==> config.mk <==
export PLATFORM = sky130hd
export DESIGN_NAME = amiga_clkgen_ext
export DESIGN_NICKNAME = d
export VERILOG_FILES = /design/src/rtl/amiga_clkgen_ext.sv
export SDC_FILE = /design/constraint.sdc
export NUM_CORES = 1
export LEC_CHECK = 0
export CORE_ASPECT_RATIO = 1.2
export CORE_MARGIN = 5
export CORE_UTILIZATION = 45
export DETAILED_ROUTE_END_ITERATION = 10
export HOLD_SLACK_MARGIN = 0.05
export PLACE_DENSITY = 0.75
export SLEW_MARGIN = 20
export SYNTH_ARGS = -nofsm -noshare
export SYNTH_HDL_FRONTEND = slang
export SYNTH_SLANG_ARGS = --single-unit
==> constraint.sdc <==
create_clock -name clk_28 -period 1.77 [get_ports clk_28]
set_input_delay 0.2655 -clock clk_28 [delete_from_list [all_inputs] [get_ports clk_28]]
set_output_delay 0.2655 -clock clk_28 [all_outputs]
set_load 0.01 [all_outputs]
==> src/rtl/amiga_clkgen_ext.sv <==
// Clock-enable generator on the 28 MHz domain: 7/14 MHz enables, c1/c3/cck phases,
// one-hot E-clock phase with edge strobes, turbo CPU-enable select and E resync handshake.
module amiga_clkgen_ext #(
  parameter int ECLK_W  = 10,
  parameter int ECLK_HI = 4
) (
  input  logic              clk_28,
  input  logic              reset_n,
  input  logic              turbo,
  input  logic              esync_req,
  output logic              clk7_en,
  output logic              clk7n_en,
  output logic              clk14_en,
  output logic              cpu_en,
  output logic              c1,
  output logic              c3,
  output logic              cck,
  output logic [ECLK_W-1:0] eclk,
  output logic              e_high,
  output logic              e_rise,
  output logic              e_fall,
  output logic              esync_ack
);

  // E is high over the top ECLK_HI phases of the one-hot vector
  localparam logic [ECLK_W-1:0] HI_MASK = ~({ECLK_W{1'b1}} >> ECLK_HI);
  localparam logic [ECLK_W-1:0] ECLK_ONE = {{(ECLK_W-1){1'b0}}, 1'b1};

  logic [1:0]        cnt_q, cnt_d;
  logic              clk7_en_q, clk7_en_d;
  logic              clk7n_en_q, clk7n_en_d;
  logic              clk14_en_q, clk14_en_d;
  logic              c1_q, c1_d;
  logic              c3_q, c3_d;
  logic              cck_q, cck_d;
  logic [ECLK_W-1:0] eclk_q, eclk_d;
  logic              pend_q, pend_d;
  logic              ack_q, ack_d;
  logic              rise_q, rise_d;
  logic              fall_q, fall_d;
  logic              turbo_q, turbo_d;
  logic              rot;
  logic              e_high_cur, e_high_nxt;

  assign rot        = (cnt_q == 2'd1);
  assign e_high_cur = |(eclk_q & HI_MASK);
  assign e_high_nxt = |(eclk_d & HI_MASK);

  always_comb begin
    cnt_d      = cnt_q + 2'd1;
    clk7_en_d  = (cnt_q == 2'd0);
    clk7n_en_d = (cnt_q == 2'd2);
    clk14_en_d = ~cnt_q[0];
    c3_d       = cnt_q[1];
    c1_d       = ~c3_q;
    cck_d      = cck_q;
    eclk_d     = eclk_q;
    ack_d      = 1'b0;
    turbo_d    = turbo_q;
    if (rot) begin
      cck_d = ~cck_q;
      // a pending resync or a corrupted (all-zero) vector restarts at phase 0
      if (pend_q || (eclk_q == '0)) begin
        eclk_d = ECLK_ONE;
      end else begin
        eclk_d = {eclk_q[ECLK_W-2:0], eclk_q[ECLK_W-1]};
      end
      ack_d = pend_q;
    end
    pend_d = esync_req | (pend_q & ~rot);
    rise_d = rot & e_high_nxt & ~e_high_cur;
    fall_d = rot & ~e_high_nxt & e_high_cur;
    if (cnt_q == 2'd3) begin
      turbo_d = turbo;
    end
  end

  always_ff @(posedge clk_28 or negedge reset_n) begin
    if (!reset_n) begin
      cnt_q      <= 2'b10;
      clk7_en_q  <= 1'b1;
      clk7n_en_q <= 1'b1;
      clk14_en_q <= 1'b1;
      c1_q       <= 1'b0;
      c3_q       <= 1'b1;
      cck_q      <= 1'b1;
      eclk_q     <= ECLK_ONE;
      pend_q     <= 1'b0;
      ack_q      <= 1'b0;
      rise_q     <= 1'b0;
      fall_q     <= 1'b0;
      turbo_q    <= 1'b0;
    end else begin
      cnt_q      <= cnt_d;
      clk7_en_q  <= clk7_en_d;
      clk7n_en_q <= clk7n_en_d;
      clk14_en_q <= clk14_en_d;
      c1_q       <= c1_d;
      c3_q       <= c3_d;
      cck_q      <= cck_d;
      eclk_q     <= eclk_d;
      pend_q     <= pend_d;
      ack_q      <= ack_d;
      rise_q     <= rise_d;
      fall_q     <= fall_d;
      turbo_q    <= turbo_d;
    end
  end

  assign clk7_en   = clk7_en_q;
  assign clk7n_en  = clk7n_en_q;
  assign clk14_en  = clk14_en_q;
  // turbo_q only changes when neither enable is high, so the switch is glitch-free
  assign cpu_en    = turbo_q ? clk14_en_q : clk7_en_q;
  assign c1        = c1_q;
  assign c3        = c3_q;
  assign cck       = cck_q;
  assign eclk      = eclk_q;
  assign e_high    = e_high_cur;
  assign e_rise    = rise_q;
  assign e_fall    = fall_q;
  assign esync_ack = ack_q;

endmodule
==> results of run 1 <==
[cell type report]
cell class,instances,area [sq um],share of cell area
well taps,20,25.0,0.0209
inverters,11,43.8,0.0365
clock buffers,3,22.5,0.0188
repair buffers,26,253,0.211
multi-input cells,36,267,0.222
flip-flops and latches,23,584,0.487
clock inverters,1,5.00,0.00417
[cells by family (layout without fill, tap and decap cells)]
kind of cell,count (synthesis),after routing,share of synthesized area
xor+xnor,1,1,0.00950
simple gates,17,17,0.109
buf+inv,14,41,0.0773
mux,2,2,0.0244
fa+ha+maj,4,4,0.0543
compound gates,12,12,0.0923
flops,23,23,0.634
[stage by stage]
| step | setup slack [ns] | utilization | cells |
|---|---|---|---|
| finish | 0.0691 | 0.599 | 120 |
| global route | 0.0214 | 0.599 | 120 |
| CTS | 0.0554 | 0.599 | 120 |
| detailed placement | 0.332 | 0.586 | 116 |
| global placement | 0.347 | 0.586 | 116 |
| floorplan | 0.483 | - | 73 |
[how the worst min path moves through the flow]
stage,from,to,cells after the start
4_1_cts,reset_n,eclk[9]$_DFF_PN0_,2
3_3_place_gp,cnt_q[1]$_DFF_PN1_,c3$_DFF_PN1_,0
5_1_grt,reset_n,e_fall$_DFF_PN0_,2
3_5_place_dp,cnt_q[1]$_DFF_PN1_,c3$_DFF_PN1_,0
2_1_floorplan,reset_n,c1$_DFF_PN0_,0
6_report,reset_n,eclk[9]$_DFF_PN0_,2
[layout by cell type (no fill, tap or decap)]
cell type and count:
a21o_2 1, and2_2 1, buf_4 2, clkbuf_4 3, clkdlybuf4s50_1 22, clkinv_2 1, dfrtp_1 16, dfstp_2 7
dlygate4sd2_1 2, ha_1 4, inv_1 10, inv_4 1, mux2_2 2, nand2_1 3, nand3_1 1, nand3b_1 3
nand4_1 2, nor2_1 1, nor4_1 2, o211a_1 1, o21ai_0 5, o21ai_2 3, o31ai_1 2, or3_1 4
xor2_1 1
[registers in the layout, indices dropped and copies added, names as in the netlist]
signal     count
c1             1
c3             1
cck            1
clk14_en       1
clk7_en        1
clk7n_en       1
cnt_q          2
e_fall         1
e_rise         1
eclk          10
esync_ack      1
pend_q         1
turbo_q        1
[Yosys cell counts (all sizes together)]
cell type / count
dfrtp: 16
inv: 11
o21ai: 8
dfstp: 7
ha: 4
or3: 4
buf: 3
nand2: 3
nand3b: 3
mux2: 2
nand4: 2
nor4: 2
o31ai: 2
a21o: 1
and2: 1
nand3: 1
nor2: 1
o211a: 1
xor2: 1
[report_power, final]
part	internal, mW	total (mW)	switching [mW]
logic	0.0133	0.0265	0.0131
registers	0.530	0.533	0.00350
clock network	0.0844	0.230	0.146
total	0.628	0.790	0.162
[worst register-to-register path, cell delays in order (launching register included)]
cell and delay (ns):
dfstp_2 0.57, inv_1 0.06, ha_1 0.26, buf_4 0.21, nand3b_1 0.10, o21ai_0 0.08
[layer usage]
layer  GRT usage  vias to the layer above  part of all wire
met5           0                        -                 0
met4      0.0787                        0             0.031
met3      0.0176                        5             0.046
met2       0.193                       16              0.50
met1       0.157                      297              0.42
li1            -                      298                 -
==> flow_summary.json, run 1 <==
{
  "row_count": 18,
  "nets": 109,
  "gp_congestion": 0.727,
  "die_w_um": 51.3,
  "slowest_delay_ns": 0.58,
  "port_buffers": 24,
  "drt_first_pass_iters": 4,
  "synth_nets": 81,
  "antenna_left": 0,
  "antenna_found_initial": 0,
  "fillers": 163,
  "start_util": 0.460,
  "hold-worst-slack_ns": 0.280,
  "cts_tree": "built",
  "vdd_ir_drop_max_mv": 0.378,
  "drt_iter0_markers": 19,
  "synth_top_cell_area_share": 0.434,
  "hold_viol_final": 0,
  "placed_area_sq_mm": 0.00117,
  "numCtsBuffers": 3,
  "finalPower_mw": 0.790,
  "avgRoutedWirePerCell_um": 12.9,
  "path_delay_family": "flip-flops",
  "syn_to_final_growth_pct": 30.1,
  "timing.rr.end": "eclk[6]$_DFF_PN0_",
  "path_max_fanout": 4,
  "antennaDiodeCount": 0,
  "core_area_sq_mm": 0.00200,
  "first_global_vias": 618,
  "clkLatencyLatePin_ns": 0.31,
  "grt_usage": 0.122,
  "hp-class": "in -> async",
  "ys_seq_area_frac": 0.634,
  "report.final.slew_viol_count": 0,
  "cp-start-kind": "register",
  "overflow": 0,
  "syn_inst": 73,
  "slowest_stage": "dfstp_2",
  "clock_tree.root_cell": "clkbuf_4",
  "path_cells": "clkdlybuf4s50_1",
  "cts_sinks": 23,
  "cp-end-kind": "primary output",
  "period_share": 0.961,
  "fmax_mhz": 588,
  "outcome": "finished, final reports clean",
  "crit_path_start": "eclk[0]$_DFFE_PN1P_",
  "drive_gt1_frac": 0.210,
  "yosys_register_bits": 23,
  "synth_area_sq_um": 922,
  "synth_area_leaders": "dfrtp_1 43%, dfstp_2 20%, ha_1 5.4%, inv_1 4.1%, o21ai_2 2.8%",
  "setup_viol": 0,
  "max-slew-margin-rel": 0.720,
  "critPathBufInv": 1,
  "tightest_slew_ns": 0.416,
  "hpwlAfterDp_um": 1170,
  "grt_start_max_net_pins": 24,
  "skew_ns": 0.00901,
  "via_per_inst": 5.13,
  "p_per_area_mw_per_mm2": 658,
  "finalSetupTns_ns": 0,
  "cts_setup_buffers": 0,
  "r2r_slack_ns": 0.38,
  "die_y_um": 59.6,
  "cts.repair.resized": 2,
  "worstSetupEndpoint": "eclk[0]",
  "worstPathArrival_ns": 1.44,
  "grt_first_pass_wirelength_um": 2730,
  "path_depth": 1,
  "path_class": "reg -> out",
  "cts_hold_buf": 0,
  "clk_transition_reported_paths_ns": 0.12,
  "avgSynthCellArea_sq_um": 12.6,
  "r2r_start": "cnt_q[1]$_DFF_PN1_",
  "critical_path_required_ns": 1.50,
  "die-area_sq_mm": 0.00306,
  "ios": 25,
  "drv_cap": 0,
  "design_area_sq_mm": 0.00120,
  "yosys.area.top_type": "dfrtp_1",
  "drc": 0,
  "fin_crit_ns": 1.70,
  "clock_path_buffers": 2,
  "cts_max_level": 1,
  "leakagePower_nw": 0.522,
  "wirelength_um": 1550,
  "vias": 616,
  "yosys_warnings": 0,
  "rsz0062_at_grt": "false",
  "synth_cell_types": 22,
  "reg2reg_depth": 5
}
No activity file was read; power rests on OpenSTA's default activity.
==> run 2: changes to the inputs <==
CTS_CLUSTER_SIZE = 20   (was not set)
MAX_ROUTING_LAYER = met4   (was not set)
==> run 2 against run 1 <==
  * Design area unchanged
  * Critical path type unchanged
  * Total power up 0.10%
  * Highest routed layer unchanged
  * Non-clock buffer count unchanged
  * Die area unchanged
  * Combinational power about the same
==> flow_summary.json, run 2 (synthesis results as in run 1) <==
{
  "drc": 0,
  "drive_gt1_frac": 0.210,
  "core_area_sq_mm": 0.00200,
  "clock_path_buffers": 2,
  "ios": 25,
  "fin_crit_ns": 1.70,
  "reg2reg_depth": 5,
  "vdd_ir_drop_max_mv": 0.379,
  "grt_first_pass_wirelength_um": 2750,
  "port_buffers": 24,
  "drt_first_pass_iters": 4,
  "final_common_cell": "clkdlybuf4s50_1",
  "critical_path_required_ns": 1.50,
  "largest_reg_flops": 10,
  "path_max_fanout": 4,
  "vias": 616,
  "dp_slack_ns": 0.332,
  "path_class": "reg -> out",
  "antennaDiodeCount": 0,
  "start_util": 0.460,
  "p_per_area_mw_per_mm2": 659,
  "cts_sinks": 23,
  "cts.repair.resized": 2,
  "hold-worst-slack_ns": 0.279,
  "outcome": "finished, final reports clean",
  "fin_ws_ns": 0.0683,
  "cp-end-kind": "primary output",
  "clk_transition_reported_paths_ns": 0.12,
  "report.final.slew_viol_count": 0,
  "skew_ns": 0.00863,
  "setup_viol": 0,
  "hold_viol_final": 0,
  "numCtsBuffers": 3,
  "max-slew-margin-rel": 0.720,
  "finalSetupTns_ns": 0,
  "fmax_mhz": 588,
  "worstPathArrival_ns": 1.44,
  "tightest_slew_ns": 0.416,
  "wirelength_um": 1550,
  "leakagePower_nw": 0.522,
  "clkLatencyLatePin_ns": 0.31,
  "path_depth": 1,
  "clock_tree.root_cell": "clkbuf_4",
  "avgRoutedWirePerCell_um": 12.9,
  "antenna_left": 0,
  "r2r_start": "cnt_q[1]$_DFF_PN1_",
  "placed_area_sq_mm": 0.00117,
  "slowest_delay_ns": 0.58,
  "cp-start-kind": "register",
  "hp-class": "in -> async",
  "finalPower_mw": 0.791,
  "die-area_sq_mm": 0.00306,
  "path_cells": "clkdlybuf4s50_1",
  "grt_usage": 0.126,
  "die_y_um": 59.6,
  "cts_tree": "built",
  "fillers": 163,
  "path_delay_family": "flip-flops",
  "critPathBufInv": 1,
  "row_count": 18,
  "via_per_inst": 5.13,
  "seqCellArea_sq_um": 584,
  "hpwlAfterDp_um": 1170,
  "multi_input_area_sq_um": 267,
  "period_share": 0.961,
  "nets": 109,
  "slowest_stage": "dfstp_2",
  "rsz0062_at_grt": "false",
  "final_cell_mix": "22 x clkdlybuf4s50_1, 16 x dfrtp_1, 10 x inv_1",
  "syn_to_final_growth_pct": 30.1,
  "first_global_vias": 616,
  "grt_start_max_net_pins": 24,
  "cts_max_level": 1,
  "antenna_found_initial": 0,
  "die_w_um": 51.3,
  "drt_iter0_markers": 19,
  "crit_path_start": "eclk[0]$_DFFE_PN1P_",
  "drv_cap": 0,
  "design_area_sq_mm": 0.00120,
  "gp_congestion": 0.736,
  "overflow": 0,
  "cts_hold_buf": 0,
  "cts_setup_buffers": 0
}
## run 2: cell counts in the layout (fill, tap and decap cells not counted)
No cell type changed its count.
## run 2: worst reg2reg max path, delay by kind of cell (launching register included)
kind,cells,cell delay (ns)
DFF,1,0.57
buffers and inverters,2,0.27
adders and majority gates,1,0.26
and+or+nand+nor,1,0.10
AOI/OAI and AO/OA,1,0.08
## run 2: through the flow
step | std cells | utilization
2_1_floorplan | 73 | -
3_3_place_gp | 116 | 0.586
3_5_place_dp | 116 | 0.586
4_1_cts | 120 | 0.599
5_1_grt | 120 | 0.599
6_report | 120 | 0.599
## run 2: final timing paths
path,slack [ns],to
setup / recovery,0.07,eclk[0]
hold / removal,0.28,eclk[9]$_DFF_PN0_
setup reg to reg,0.38,eclk[6]$_DFF_PN0_
hold reg to reg,0.39,c3$_DFF_PN1_
max in group asynchronous,1.21,clk7n_en$_DFF_PN1_
min in group clk_28,0.39,c3$_DFF_PN1_
## run 2: layer usage
layer / part of all wire / GRT usage / up-vias
met5: 0 / - / -
met1: 0.43 / 0.160 / 296
met4: 0.031 / 0.0787 / 0
li1: - / - / 298
met3: 0.041 / 0.0151 / 6
met2: 0.50 / 0.193 / 16
## run 2: area by class of cell
cell class / instances / share of cell area
flip-flops and latches: 23 / 0.487
multi-input cells: 36 / 0.222
repair buffers: 26 / 0.211
inverters: 11 / 0.0365
well taps: 20 / 0.0209
clock buffers: 3 / 0.0188
clock inverters: 1 / 0.00417
## run 2: power breakdown
part,internal [mW],switching [mW]
Combinational,0.0133,0.0131
Sequential,0.530,0.00350
Clock,0.0844,0.146
Total,0.628,0.163
